`config.mk`:
```
export PLATFORM = sky130hd
export DESIGN_NAME = pipeline_ctrl
export DESIGN_NICKNAME = d
export VERILOG_FILES = /design/src/rtl/pipeline_ctrl_pkg.sv /design/src/rtl/pipeline_mem_wait.sv /design/src/rtl/pipeline_ctrl.sv
export SDC_FILE = /design/constraint.sdc
export NUM_CORES = 1
export LEC_CHECK = 0
export CELL_PAD_IN_SITES_DETAIL_PLACEMENT = 2
export CELL_PAD_IN_SITES_GLOBAL_PLACEMENT = 2
export CORE_MARGIN = 5
export CORE_UTILIZATION = 24
export CTS_CLUSTER_SIZE = 14
export DETAILED_ROUTE_END_ITERATION = 10
export GPL_TIMING_DRIVEN = 0
export PLACE_DENSITY = 0.76
export SLEW_MARGIN = 20
export SYNTH_ARGS = -nofsm -noshare
export SYNTH_HDL_FRONTEND = slang
export SYNTH_SLANG_ARGS = --single-unit
```
`constraint.sdc`:
```
create_clock -name clk -period 1.9 [get_ports clk]
set_clock_uncertainty 0.15 [all_clocks]
set_input_delay 0.38 -clock clk [delete_from_list [all_inputs] [get_ports clk]]
set_output_delay 0.38 -clock clk [all_outputs]
set_load 0.01 [all_outputs]
```
`src/rtl/pipeline_ctrl_pkg.sv`:
```
// Shared constants, register bit map and FSM encodings for the pipeline controller.
package pipeline_ctrl_pkg;

  // Pipeline register count and per-register bit positions in stall/flush.
  localparam int unsigned NUM_REGS = 5;
  localparam int unsigned PC       = 0;
  localparam int unsigned IF_ID    = 1;
  localparam int unsigned ID_EX    = 2;
  localparam int unsigned EX_MEM   = 3;
  localparam int unsigned MEM_WB   = 4;

  // Register address width of the ID/EX register file ports.
  localparam int unsigned REG_ADDR_W = 5;

  // Divider latency and memory acknowledge timeout.
  localparam int unsigned DIV_CYCLES  = 32;
  localparam int unsigned MEM_TIMEOUT = 255;

  // Counter widths sized to hold DIV_CYCLES and MEM_TIMEOUT.
  localparam int unsigned DIV_CNT_W = 6;
  localparam int unsigned MEM_CNT_W = 8;

  typedef enum logic {
    M_IDLE = 1'b0,
    M_WAIT = 1'b1
  } mem_state_t;

  typedef enum logic [1:0] {
    D_IDLE = 2'd0,
    D_RUN  = 2'd1,
    D_DONE = 2'd2
  } div_state_t;

endpackage

```
`src/rtl/pipeline_mem_wait.sv`:
```
// Memory wait tracker: stalls on an unacknowledged access and times out after
// MEM_TIMEOUT wait cycles, reporting the timeout with a one-cycle bus_err pulse.
module pipeline_mem_wait
  import pipeline_ctrl_pkg::*;
(
  input  logic clk,
  input  logic rst,
  input  logic mem_req,
  input  logic mem_ack,
  output logic mem_stall,
  output logic bus_err
);

  mem_state_t           state;
  logic [MEM_CNT_W-1:0] wait_cnt;
  logic                 timeout;

  // An acknowledge arriving on the limit cycle still wins over the timeout.
  assign timeout   = (state == M_WAIT) && (wait_cnt == MEM_CNT_W'(MEM_TIMEOUT)) && !mem_ack;
  assign mem_stall = mem_req && !mem_ack && !timeout;

  // Memory FSM, wait counter and registered timeout pulse.
  always_ff @(posedge clk or posedge rst) begin
    if (rst) begin
      state    <= M_IDLE;
      wait_cnt <= '0;
      bus_err  <= 1'b0;
    end else begin
      bus_err <= timeout;
      case (state)
        M_IDLE: begin
          wait_cnt <= '0;
          if (mem_req && !mem_ack) begin
            state <= M_WAIT;
          end
        end
        M_WAIT: begin
          if (mem_ack || timeout) begin
            state    <= M_IDLE;
            wait_cnt <= '0;
          end else begin
            wait_cnt <= wait_cnt + MEM_CNT_W'(1);
          end
        end
        default: begin
          state    <= M_IDLE;
          wait_cnt <= '0;
        end
      endcase
    end
  end

endmodule

```
`src/rtl/pipeline_ctrl.sv`:
```
// Pipeline hazard controller: combines memory wait, divider occupancy,
// load-use and taken-branch conditions into per-register stall/flush enables.
module pipeline_ctrl
  import pipeline_ctrl_pkg::*;
(
  input  logic                  clk,
  input  logic                  rst,
  input  logic                  id_rs_ren,
  input  logic                  id_rt_ren,
  input  logic [REG_ADDR_W-1:0] id_rs_raddr,
  input  logic [REG_ADDR_W-1:0] id_rt_raddr,
  input  logic                  ex_is_load,
  input  logic                  ex_is_div,
  input  logic [REG_ADDR_W-1:0] ex_wraddr,
  input  logic                  branch_taken,
  input  logic                  mem_req,
  input  logic                  mem_ack,
  output logic [NUM_REGS-1:0]   stall,
  output logic [NUM_REGS-1:0]   flush,
  output logic                  div_start,
  output logic                  div_busy,
  output logic                  bus_err
);

  div_state_t           div_state;
  logic [DIV_CNT_W-1:0] div_cnt;
  logic                 mem_stall;
  logic                 load_use;
  logic                 rs_hit;
  logic                 rt_hit;

  pipeline_mem_wait u_mem_wait (
    .clk       (clk),
    .rst       (rst),
    .mem_req   (mem_req),
    .mem_ack   (mem_ack),
    .mem_stall (mem_stall),
    .bus_err   (bus_err)
  );

  // Register 0 is hardwired, so a load targeting it never creates a hazard.
  assign rs_hit   = id_rs_ren && (id_rs_raddr == ex_wraddr);
  assign rt_hit   = id_rt_ren && (id_rt_raddr == ex_wraddr);
  assign load_use = ex_is_load && (ex_wraddr != '0) && (rs_hit || rt_hit);

  // Busy already in the launch cycle so the divide is held in EX immediately.
  assign div_busy = !rst && ((div_state == D_RUN) || ((div_state == D_IDLE) && ex_is_div));

  // Divide sequencer; keeps counting even while memory wait freezes the pipe.
  always_ff @(posedge clk or posedge rst) begin
    if (rst) begin
      div_state <= D_IDLE;
      div_cnt   <= '0;
      div_start <= 1'b0;
    end else begin
      div_start <= 1'b0;
      case (div_state)
        D_IDLE: begin
          if (ex_is_div) begin
            div_start <= 1'b1;
            div_cnt   <= DIV_CNT_W'(DIV_CYCLES);
            div_state <= D_RUN;
          end
        end
        D_RUN: begin
          div_cnt <= div_cnt - DIV_CNT_W'(1);
          if (div_cnt == DIV_CNT_W'(1)) begin
            div_state <= D_DONE;
          end
        end
        D_DONE: begin
          div_state <= D_IDLE;
        end
        default: begin
          div_state <= D_IDLE;
          div_cnt   <= '0;
        end
      endcase
    end
  end

  // Priority resolution: the winning condition alone defines stall and flush.
  always_comb begin
    stall = '0;
    flush = '0;
    if (rst) begin
      stall = '0;
      flush = '0;
    end else if (mem_stall) begin
      stall[PC]     = 1'b1;
      stall[IF_ID]  = 1'b1;
      stall[ID_EX]  = 1'b1;
      stall[EX_MEM] = 1'b1;
      flush[MEM_WB] = 1'b1;
    end else if (div_busy) begin
      stall[PC]     = 1'b1;
      stall[IF_ID]  = 1'b1;
      stall[ID_EX]  = 1'b1;
      flush[EX_MEM] = 1'b1;
    end else if (load_use) begin
      stall[PC]     = 1'b1;
      stall[IF_ID]  = 1'b1;
      flush[ID_EX]  = 1'b1;
    end else if (branch_taken) begin
      flush[IF_ID]  = 1'b1;
    end
  end

endmodule

```
Word level (Yosys, flattened, before mapping) --
Index checks and enable logic that the tools add are counted.
Word-level totals: register bits 19, input bits 24, word-level logic and storage cells 62
Operators by class: add/sub/neg operators 2, equal/unequal tests 8, multiplexer cells 24, bitwise logic cells 2, reductions and logical operators 20
Operators with widths (number):
- $pmux W6 S3 | 1
- $pmux W8 S2 | 1
- $eq A5 B5 Y1 | 2
- $logic_and A1 B1 Y1 | 10
- $mux W2 | 5
- $mux W1 | 9
- $add A8 B1 Y8 const B | 1
- $eq A8 B8 Y1 const B | 1
- $mux W4 | 2
- $mux W8 | 1
- $eq A6 B1 Y1 const B | 1
- $mux W3 | 2
- $mux W6 | 1
- $sub A6 B1 Y6 const B | 1
- $reduce_bool A5 Y1 | 1
- $pmux W2 S2 | 1
- $reduce_and A2 Y1 | 2
- $logic_not A1 Y1 | 3
- $logic_or A1 B1 Y1 | 3
- $eq A2 B1 Y1 const B | 1
- $eq A2 B2 Y1 const B | 1
- $logic_not A2 Y1 | 1
- $ne A2 B1 Y1 const B | 1
- $ne A2 B2 Y1 const B | 1
- 2 further kinds | 3

Depth between registers and ports, before layout --
Gate-level depths: netlist of run 1.
word-level depth 8, gate-level depth with buffers 6, gate-level depth less buffers 6

Hierarchy --
Synthesis of run 1 repeated with hierarchy kept, for this count alone.
Second synthesis, totals: cell total of the unflattened synthesis 122, area, all modules 1133.6 sq um
Modules (own cells, without submodules):
- pipeline_ctrl | instances 1, cells an instance 77, area an instance 668.1 sq um
- pipeline_mem_wait | instances 1, cells an instance 45, area an instance 465.4 sq um

Worst setup path after synthesis of run 1 --
No wires, ideal clock.
path type reg2out, from reg u_mem_wait.wait_cnt[0], to out stall[1], arrival 1635 ps, data required time 1370 ps, setup slack -265 ps, cell stages (with the launch flop) 7, buffers on the path 1, cell sequence dfrtp_1 -> ha_1 -> and3_1 -> a41o_1 -> and2_1 -> o22ai_1 -> buf_4
Between the ends: longest elaborated chain between the ends 7
Ends and longest elaborated chain:
- start, declared | RTL line pipeline_mem_wait.sv:15 | logic [MEM_CNT_W-1:0] wait_cnt;
- start signal, assigned | RTL line pipeline_mem_wait.sv:42 | wait_cnt <= wait_cnt + MEM_CNT_W'(1);
- $eq A8 B8 Y1 | RTL line pipeline_mem_wait.sv:19 | assign timeout = (state == M_WAIT) && (wait_cnt == MEM_CNT_W'(MEM_TIMEOUT)) && !mem_ack;
- $logic_and A1 B1 Y1 (2 in series) | RTL line pipeline_mem_wait.sv:19
- $logic_not A1 Y1 | RTL line pipeline_mem_wait.sv:20 | assign mem_stall = mem_req && !mem_ack && !timeout;
- $logic_and A1 B1 Y1 | RTL line pipeline_mem_wait.sv:20
- $mux W3 | RTL line pipeline_ctrl.sv:89 | end else if (mem_stall) begin
- $mux W4 | RTL line pipeline_ctrl.sv:86 | if (rst) begin
- end, declared | RTL line pipeline_ctrl.sv:18 | output logic [NUM_REGS-1:0] stall,
Every way passes these cells.

Worst setup path after layout of run 1 --
from in id_rt_raddr[2], to out flush[2]
Between the ends: longest elaborated chain between the ends 8
Ends and longest elaborated chain:
- start, declared | RTL line pipeline_ctrl.sv:11 | input logic [REG_ADDR_W-1:0] id_rt_raddr,
- $eq A5 B5 Y1 | RTL line pipeline_ctrl.sv:43 | assign rt_hit = id_rt_ren && (id_rt_raddr == ex_wraddr);
- $logic_and A1 B1 Y1 | RTL line pipeline_ctrl.sv:43
- $logic_or A1 B1 Y1 | RTL line pipeline_ctrl.sv:44 | assign load_use = ex_is_load && (ex_wraddr != '0) && (rs_hit || rt_hit);
- $logic_and A1 B1 Y1 | RTL line pipeline_ctrl.sv:44
- $mux W1 | RTL line pipeline_ctrl.sv:100 | end else if (load_use) begin
- $mux W2 | RTL line pipeline_ctrl.sv:95 | end else if (div_busy) begin
- $mux W3 | RTL line pipeline_ctrl.sv:89
- $mux W4 | RTL line pipeline_ctrl.sv:86
- end, declared | RTL line pipeline_ctrl.sv:19 | output logic [NUM_REGS-1:0] flush,
Every way passes these cells.

==> impl_metrics.py, run 1 <==
metrics = {
    "run_status": {
        "status": "finished with violations",
        "violations": "setup timing",
    },
    "route": {
        "vias": 1019,
        "drc": 0,
        "drt_iter0_markers": 7,
        "viasPerCell": 4.55,
        "routed_wl_mm": 3.59,
        "drt_pass1_iterations": 2,
        "avgRoutedWirePerCell_um": 16.0,
        "final_antenna_net_count": 0,
    },
    "global_route": {
        "grt-ovfl-total": 0,
        "track_usage": 0.120,
        "antenna_found_initial": 0,
        "grt_pass1_vias": 1202,
        "grt_pass1_wl_mm": 5.95,
        "grt_max_degree": 11,
    },
    "placed_design": {
        "io_buffers": 34,
        "gp_congestion": 0.701,
        "hpwl_mm": 2.82,
    },
    "floorplan": {
        "die_width_um": 78.5,
        "start_util": 0.244,
        "coreArea_um2": 4630,
        "dieArea_um2": 6170,
        "io_pins": 37,
        "die_height_um": 78.5,
        "rows": 25,
    },
    "yosys": {
        "synth.most_common_cell": "dfrtp_1",
        "ys.flop_type": "dfrtp_1",
        "synth_area_leaders": "dfrtp_1, xor2_1, xnor2_1",
        "synth_area_um2": 1130,
        "ys_ff_latch": 19,
        "yosysUniqueCellTypes": 36,
        "netlist_instances": 119,
        "ys_seq_area_frac": 0.422,
        "ys_warn_count": 0,
        "synthTopCellsByCount": "dfrtp_1, nor2_1, xor2_1",
        "avgSynthCellArea_um2": 9.47,
        "synthArstFlopShare": 1.00,
        "synth_top_area_share": 0.422,
        "synth_edf_count": 0,
        "yosysTopAreaCell": "dfrtp_1",
    },
    "timing": {
        "finalHoldViolations": 0,
        "tightest_slew_ps": 518,
        "finalCritPeriodShare": 1.19,
        "period_needed_ps": 2260,
        "slew_headroom": 0.653,
        "fmax_mhz": 442,
        "setup_ws_ps": -361,
        "setup_violations": 8,
        "rsz0062_at_grt": "yes",
        "drv_slew": 0,
    },
    "clock_network": {
        "cts_root_buffer": "clkbuf_8",
        "insertion_delay_ps": 250,
        "htree_levels": 1,
        "cts-buffers-inserted": 3,
        "ctsLongestPathBuffers": 2,
        "path_clk_slew_ps": 70,
        "cts_sinks": 19,
        "cts_tree": "built",
    },
    "final_layout": {
        "seq_area_um2": 475,
        "final_nets": 198,
        "post-route-util": 0.370,
        "area_growth_pct": 51.8,
        "multi_input_area_um2": 684,
        "fillCellCount": 503,
        "drive_gt1_frac": 0.300,
        "antenna_cells": 0,
    },
    "worst_hold_path": {
        "worstHoldStart": "u_mem_wait.state",
        "hp-class": "flip-flop to flip-flop",
    },
    "critical_path": {
        "timing.rr.start": "div_cnt[2]",
        "cp-end-kind": "output port",
        "required_ps": 1370,
        "cpMaxStageDelayCell": "nor4_2",
        "reg2reg_slack_ps": 320,
        "cpPeakStageDelay_ps": 300,
        "worstSetupPathType": "primary input to output port",
        "critPathLaunchType": "primary input",
        "critical_path_peak_fanout": 3,
        "crit_path_cell_trace": "dlygate4sd2_1 -> xor2_1 -> nor4_2 -> a32oi_2 -> buf_4 -> nor4b_4 -> buf_2",
        "arrival_ps": 1730,
        "crit_start": "id_rt_raddr[2]",
    },
    "flow_run": {
        "drv_cap": 0,
    },
    "power_and_ir_drop": {
        "power.leakage_uw": 0.000777,
        "ir_worst_vdd_mv": 0.204,
        "power-per-cell-area_nw_per_um2": 503,
        "finalPower_uw": 861,
    },
}
worst paths after layout:
check                                    to  cells after the start
max reg2reg                      div_cnt[5]                      4
max                                flush[2]                      7
min reg2reg                u_mem_wait.state                      1
min                        u_mem_wait.state                      1
min in group asynchronous        div_cnt[1]                      2
max in group asynchronous         div_start                      2
timing repair:
| item | 4_1_cts | 5_1_grt |
|---|---|---|
| endpoints found under the setup margin | 9 | 9 |
| cloned | 1 | 0 |
| setup buffers | 9 | 2 |
| gates resized for setup | 75 | 8 |
| pin swaps | 12 | 1 |
| hold buffers | 0 | 0 |
flip-flops by register name, summed over array words and instances, names as in the netlist:
register	cells
u_mem_wait.wait_cnt	8
div_cnt	6
div_state	2
div_start	1
u_mem_wait.bus_err	1
u_mem_wait.state	1
through the flow:
stage | cell area (um2) | setup TNS [ps] | worst slack, ps | std cells | hold slack (ps)
after detailed placement | 1590 | -7650 | -1230 | 208 | 337
after global placement | 1590 | -6970 | -1140 | 208 | 317
after global routing | 1710 | -3050 | -501 | 224 | 373
final | 1710 | -2220 | -361 | 224 | 348
after floorplan | 1180 | -102 | -96.9 | 120 | 222
after CTS | 1690 | -2380 | -390 | 222 | 347
per-layer routing:
metal	global-route usage	share of wire
met4	0.0210	0.0025
met5	0	0
met3	0.0287	0.038
met1	0.130	0.40
met2	0.237	0.56
critical path: cells and delay by family:
family,cells,cell delay [ps]
simple gates,2,500
compound gates,1,120
xor+xnor,1,150
buf+inv,3,580
where the power goes:
part           switching (uW)  internal (uW)  leakage (uW)
logic                    78.4           85.5      0.000510
registers                3.49            409      0.000244
clock network             136            149     0.0000228
kinds of logic (layout without fill, tap and decap cells):
kind of cell	count (synthesis)	in the layout	synth area share
AO/OA/AOI/OAI	16	16	0.0999
XOR/XNOR	19	19	0.148
adder cells (fa/ha/maj)	3	3	0.0333
buffers and inverters	11	61	0.0510
flip-flops	19	19	0.422
other	1	2	0.00333
AND/OR/NAND/NOR	50	50	0.243
final cells by class:
cell class | instances | share of cell area
multi-input cells | 90 | 0.400
repair buffers | 45 | 0.216
inverters | 4 | 0.0110
repair inverters | 1 | 0.00292
well taps | 54 | 0.0395
plain buffers | 7 | 0.0270
clock buffers | 4 | 0.0263
flip-flops and latches | 19 | 0.278
placed cells by master (no fill, tap or decap), types with 3 or more instances in the layout:
cell type        Yosys  final
xnor2_1              7      7
clkdlybuf4s50_1      0      9
buf_2                1     11
nand2_1              7      7
nor2_1              15     14
nand2b_1             6      4
inv_1                4      3
xor2_1              12     11
dlygate4sd2_1        0      8
clkbuf_8             0      3
o22ai_1              6      5
buf_6                0      4
buf_4                4     14
clkbuf_1             2      3
and2_1               4      4
dfrtp_1             19     19
Power figures use the tool's default switching activity.
==> inputs of run 2 (changes only) <==
--- a/config.mk
+++ b/config.mk
@@ -16,4 +16,5 @@
 export SLEW_MARGIN = 20
 export SYNTH_ARGS = -nofsm -noshare
 export SYNTH_HDL_FRONTEND = slang
+export SYNTH_HIERARCHICAL = 1
 export SYNTH_SLANG_ARGS = --single-unit
==> run 2 against run 1 <==
Net effect:
- the run still ends with setup timing left
- count of clock-buffer cells in the layout did not move
- sequential power rose by 40%
- non-clock buffer count rose by 4
- fmax fell by 4.3%
- register-to-register slack got worse by 20 ps
- clock power rose by 3%
- die area rose by 0.48%
- hold slack got worse by 120 ps
- routed wire length rose by 10%
- combinational power rose to 3.5 times the previous value
- critical path depth rose by 2
==> impl_metrics.py, run 2 <==
metrics = {
    "run_status": {
        "status": "finished with violations",
        "violations": "setup timing",
    },
    "yosys": {
        "ys.flop_type": "dfrtp_1",
        "netlist_instances": 122,
        "yosysTopAreaCell": "dfrtp_1",
        "synth_area_leaders": "dfrtp_1, xor2_1, nor2_1",
        "synth.most_common_cell": "dfrtp_1",
        "ys_seq_area_frac": 0.419,
        "synth_top_area_share": 0.419,
        "synth_area_um2": 1130,
        "synthArstFlopShare": 1.00,
        "yosysUniqueCellTypes": 35,
        "synthTopCellsByCount": "dfrtp_1, nor2_1, xor2_1",
        "ys_warn_count": 6,
        "avgSynthCellArea_um2": 9.29,
        "ys_ff_latch": 19,
        "synth_edf_count": 0,
    },
    "critical_path": {
        "reg2reg_slack_ps": 300,
        "crit_end": "stall[1]",
        "critical_path_peak_fanout": 3,
        "r2r_end": "div_cnt[5]",
        "cp-end-kind": "output port",
        "critPathLaunchType": "flip-flop",
        "arrival_ps": 1830,
        "worstSetupPathType": "flip-flop to output port",
        "crit_start": "u_mem_wait/wait_cnt[1]",
        "required_ps": 1370,
        "r2r_cells": 4,
        "timing.rr.start": "div_cnt[2]",
    },
    "floorplan": {
        "die_width_um": 78.7,
        "dieArea_um2": 6200,
        "io_pins": 37,
        "coreArea_um2": 4660,
        "rows": 25,
        "start_util": 0.243,
        "die_height_um": 78.7,
    },
    "final_layout": {
        "reg_top3": "u_mem_wait/wait_cnt: 8 flops, div_cnt: 6 flops, div_state: 2 flops",
        "largest_register_ffs": 8,
        "multi_input_area_um2": 736,
        "most-common-layout-cells": "buf_4, dfrtp_1, nor2_1",
        "antenna_cells": 0,
        "seq_area_um2": 479,
        "regMostFlops": "u_mem_wait/wait_cnt",
        "final_nets": 206,
        "final_common_cell": "buf_4",
        "fillCellCount": 503,
        "post-route-util": 0.387,
        "final_cells": 232,
        "drive_gt1_frac": 0.382,
        "area_growth_pct": 59.3,
    },
    "flow_run": {
        "drv_cap": 0,
    },
    "route": {
        "drt_iter0_markers": 25,
        "vias": 1064,
        "avgRoutedWirePerCell_um": 17.1,
        "final_antenna_net_count": 0,
        "drt_pass1_iterations": 4,
        "viasPerCell": 4.59,
        "drc": 0,
        "routed_wl_mm": 3.96,
    },
    "power_and_ir_drop": {
        "power-per-cell-area_nw_per_um2": 800,
        "power.leakage_uw": 0.000792,
        "ir_worst_vdd_mv": 0.488,
    },
    "timing": {
        "drv_slew": 0,
        "period_needed_ps": 2360,
        "finalHoldViolations": 0,
        "setup_ws_ps": -463,
        "setup_tns_ps": -3130,
        "rsz0062_at_grt": "yes",
        "finalCritPeriodShare": 1.24,
        "fmax_mhz": 423,
        "setup_violations": 8,
    },
    "placed_design": {
        "io_buffers": 34,
        "dp_slack_ps": -1190,
        "dp_cells": 211,
        "gp_congestion": 0.818,
        "hpwl_mm": 3.06,
    },
    "global_route": {
        "grt_max_degree": 11,
        "grt_pass1_wl_mm": 6.29,
        "antenna_found_initial": 0,
        "grt-ovfl-total": 0,
        "track_usage": 0.132,
        "grt_pass1_vias": 1211,
    },
    "clock_network": {
        "htree_levels": 1,
        "path_clk_slew_ps": 70,
        "cts_root_buffer": "clkbuf_8",
        "cts-buffers-inserted": 3,
        "cts_sinks": 19,
        "cts_tree": "built",
        "insertion_delay_ps": 260,
        "ctsLongestPathBuffers": 2,
    },
    "worst_hold_path": {
        "hp-class": "primary input to async pin",
    },
}
-- run 2: cell types whose count changed after synthesis, moves of 3 or more --
| cell | previous run | this run |
|---|---|---|
| nor2b_1 | 2 | 5 |
| inv_1 | 4 | 8 |
| o21ai_0 | 1 | 5 |
| nor3_1 | 2 | 7 |
| a21oi_1 | 0 | 3 |
| o22ai_1 | 6 | 1 |
| nand2b_1 | 6 | 2 |
| and2_1 | 4 | 1 |
-- run 2: worst max-delay path, cell delays in order, from the launching register on --
cell and delay, ps:
dfrtp_1 400, ha_4 170, nand3_4 70, nor3_4 220
nor3b_2 90, nor2b_4 140, nor2_4 130, o31ai_4 90
buf_4 140, buf_6 110
-- run 2: timing repair --
action | CTS | global route
pin swaps | 16 | 6
hold buffers | 0 | 0
setup buffers | 14 | 4
resized for setup | 87 | 11
endpoints found under the setup margin | 9 | 9
-- run 2: cells by family (layout without fill, tap and decap cells) --
logic type | Yosys count | count (layout) | share of synthesized area
compound gates | 19 | 19 | 0.115
buf+inv | 13 | 68 | 0.0563
simple gates | 50 | 50 | 0.241
xor+xnor | 16 | 16 | 0.124
fa+ha+maj | 3 | 3 | 0.0331
other cells | 1 | 2 | 0.00331
flops | 19 | 19 | 0.419
mux | 1 | 1 | 0.00883
-- run 2: per-stage QoR --
stage	hold WS (ps)	area, um2	total power, uW
3_3_place_gp	356	1590	1040
5_1_grt	261	1810	1550
4_1_cts	208	1780	1450
3_5_place_dp	391	1590	1100
2_1_floorplan	57.9	1180	881
6_report	224	1810	1440
-- run 2: worst min path at each step --
| stage | start | to | slack, ps | depth (start not counted) |
|---|---|---|---|---|
| after floorplan | rst | div_cnt[0] | 60 | 1 |
| after global placement | div_state[1] | div_state[1] | 360 | 1 |
| after detailed placement | div_state[1] | div_state[1] | 390 | 1 |
| after CTS | rst | div_cnt[5] | 210 | 2 |
| after global routing | rst | div_cnt[5] | 260 | 2 |
| final | rst | div_cnt[5] | 220 | 2 |
-- run 2: cell type report --
cell class                      instances  share of cell area
Multi-Input combinational cell         91               0.407
Buffer                                  4              0.0187
Tap cell                               54              0.0374
Timing Repair Buffer                   52               0.229
Inverter                                8              0.0166
Clock buffer                            4              0.0249
Sequential cell                        19               0.265
-- run 2: metal layers --
layer  vias to the layer above  global-route usage  wire length, um  part of all wire
met5                         -                   0                0                 0
met2                        10               0.239             2130              0.54
met1                       529               0.161             1720              0.43
met4                         0              0.0210               38            0.0096
li1                        519                   -                -                 -
met3                         6              0.0317               80             0.020
-- run 2: power breakdown --
group | internal [uW] | switching, uW | leakage, uW
Combinational | 273 | 301 | 0.000528
Sequential | 492 | 84.2 | 0.000241
Clock | 149 | 144 | 0.0000228
==> inputs of run 3 (changes only) <==
--- a/config.mk
+++ b/config.mk
@@ -7,7 +7,7 @@
 export LEC_CHECK = 0
 export CELL_PAD_IN_SITES_DETAIL_PLACEMENT = 2
 export CELL_PAD_IN_SITES_GLOBAL_PLACEMENT = 2
-export CORE_MARGIN = 5
+export CORE_MARGIN = 3
 export CORE_UTILIZATION = 24
 export CTS_CLUSTER_SIZE = 14
 export DETAILED_ROUTE_END_ITERATION = 10
==> run 3 against run 2 <==
Net effect:
- the flow still finishes with violations (setup timing)
- fmax rose by 1.3%
- critical path depth stayed put
- largest power group unchanged
- clock power fell by 6%
- design area is 2.0% lower
- count of clock-buffer cells in the layout decreased by 1
==> impl_metrics.py, run 3 (synthesis gave the netlist of run 2 again) <==
metrics = {
    "critical_path": {
        "timing.rr.start": "u_mem_wait/wait_cnt[1]",
        "path_delay_family": "simple AND/OR/NAND/NOR gates",
        "worstSetupPathType": "flip-flop to output port",
        "crit_path_cell_trace": "ha_4 -> nand3_4 -> nor3_4 -> nor3b_2 -> nor2b_4 -> nor2_4 -> o31ai_4 -> buf_4 -> buf_6",
        "required_ps": 1370,
        "cp.buffers_inverters": 2,
        "critPathLaunchType": "flip-flop",
        "reg2reg_slack_ps": 260,
        "cpPeakStageDelay_ps": 400,
        "r2r_cells": 6,
        "crit_start": "u_mem_wait/wait_cnt[1]",
        "r2r_end": "u_mem_wait/wait_cnt[0]",
        "critical_path_peak_fanout": 3,
        "cp-end-kind": "output port",
        "arrival_ps": 1800,
        "cpMaxStageDelayCell": "dfrtp_1",
    },
    "floorplan": {
        "io_pins": 37,
        "dieArea_um2": 5580,
        "coreArea_um2": 4440,
        "die_width_um": 74.7,
        "die_height_um": 74.7,
        "rows": 24,
        "start_util": 0.255,
    },
    "clock_network": {
        "cts_tree": "built",
        "ctsLongestPathBuffers": 2,
        "ctsHoldBuffers": 0,
        "path_clk_slew_ps": 70,
        "htree_levels": 1,
        "cts_sinks": 19,
        "cts-buffers-inserted": 3,
        "insertion_delay_ps": 250,
        "cts_root_buffer": "clkbuf_8",
    },
    "timing": {
        "drv_slew": 0,
        "tightest_slew_ps": 509,
        "slew_headroom": 0.661,
        "setup_tns_ps": -2850,
        "rsz0062_at_grt": "yes",
        "finalHoldViolations": 0,
        "setup_ws_ps": -433,
        "fmax_mhz": 429,
        "finalCritPeriodShare": 1.23,
        "whs_ps": 326,
        "setup_violations": 8,
        "period_needed_ps": 2330,
    },
    "route": {
        "drc": 0,
        "drt_iter0_markers": 24,
        "final_antenna_net_count": 0,
        "drt_pass1_iterations": 4,
        "vias": 1048,
        "avgRoutedWirePerCell_um": 17.5,
        "routed_wl_mm": 3.92,
        "viasPerCell": 4.68,
    },
    "placed_design": {
        "hpwl_mm": 3.02,
        "dp_slack_ps": -1280,
        "io_buffers": 34,
        "gp_congestion": 0.721,
    },
    "power_and_ir_drop": {
        "power.leakage_uw": 0.000784,
        "finalPower_uw": 1390,
        "ir_worst_vdd_mv": 0.474,
        "power-per-cell-area_nw_per_um2": 783,
    },
    "final_layout": {
        "final_nets": 200,
        "reg_top3": "u_mem_wait/wait_cnt: 8 flops, div_cnt: 6 flops, div_state: 2 flops",
        "fillCellCount": 491,
        "most-common-layout-cells": "dfrtp_1, buf_4, nor2_1",
        "regMostFlops": "u_mem_wait/wait_cnt",
        "post-route-util": 0.398,
        "final_common_cell": "dfrtp_1",
        "drive_gt1_frac": 0.349,
        "area_growth_pct": 56.1,
        "largest_register_ffs": 8,
        "antenna_cells": 0,
    },
    "global_route": {
        "grt_pass1_vias": 1231,
        "track_usage": 0.145,
        "antenna_found_initial": 0,
        "grt_max_degree": 12,
        "grt_pass1_wl_mm": 6.12,
        "grt-ovfl-total": 0,
    },
    "flow_run": {
        "drv_cap": 0,
    },
    "run_status": {
        "violations": "setup timing",
        "status": "finished with violations",
    },
    "worst_hold_path": {
        "hp-class": "primary input to async pin",
    },
}
## run 3: changes by cell type in the layout (fill, tap and decap cells not counted), sizes merged
cell / delta
clkdlybuf4s50: -1
buf: -1
clkdlybuf4s15: -3
clkinv: +1
dlygate4sd2: -1
clkbuf: -3
dlymetal6s2s: +2
## run 3: how the worst max path moves through the flow
stage	cells after the start	to
6_report	9	stall[1]
5_1_grt	9	stall[1]
4_1_cts	9	stall[1]
3_5_place_dp	7	stall[1]
3_3_place_gp	7	stall[1]
2_1_floorplan	8	stall[1]
## run 3: routing by layer
layer	global-route usage	share of wire	routed length, um	vias up
met5	0	0	0	-
met1	0.166	0.40	1570	526
met3	0.0280	0.019	73	2
met4	0.0178	0.0036	14	0
met2	0.282	0.58	2260	9
li1	-	-	-	511
## run 3: through the flow
| step | instance area [um2] | std cells |
|---|---|---|
| 3_5_place_dp | 1590 | 209 |
| 2_1_floorplan | 1180 | 123 |
| 5_1_grt | 1770 | 224 |
| 6_report | 1770 | 224 |
| 4_1_cts | 1730 | 221 |
| 3_3_place_gp | 1590 | 209 |
## run 3: area by class of cell
type | instances | area, um2 | share of cell area
Multi-Input combinational cell | 91 | 743 | 0.420
Tap cell | 52 | 65.1 | 0.0368
Sequential cell | 19 | 478 | 0.270
Inverter | 8 | 30.0 | 0.0170
Clock buffer | 3 | 41.3 | 0.0233
Timing Repair Buffer | 46 | 373 | 0.211
Clock inverter | 1 | 5.00 | 0.00283
Buffer | 4 | 33.8 | 0.0191
## run 3: worst register-to-register path: stages, from the launching register on
cell	delay, ps
dfrtp_1	400
ha_4	170
nand3_4	70
buf_4	140
buf_4	150
o21bai_1	350
nor2_1	90
## run 3: power breakdown
group          internal (uW)  leakage, uW  switching, uW
registers                492     0.000243           99.4
clock network            145    0.0000255            128
logic                    249     0.000516            271
## run 3: what timing repair did
action,4_1_cts,5_1_grt
buffers inserted,9,3
endpoints found under the setup margin,9,9
pin swaps,13,7
resized for setup,90,16
gates cloned,0,0
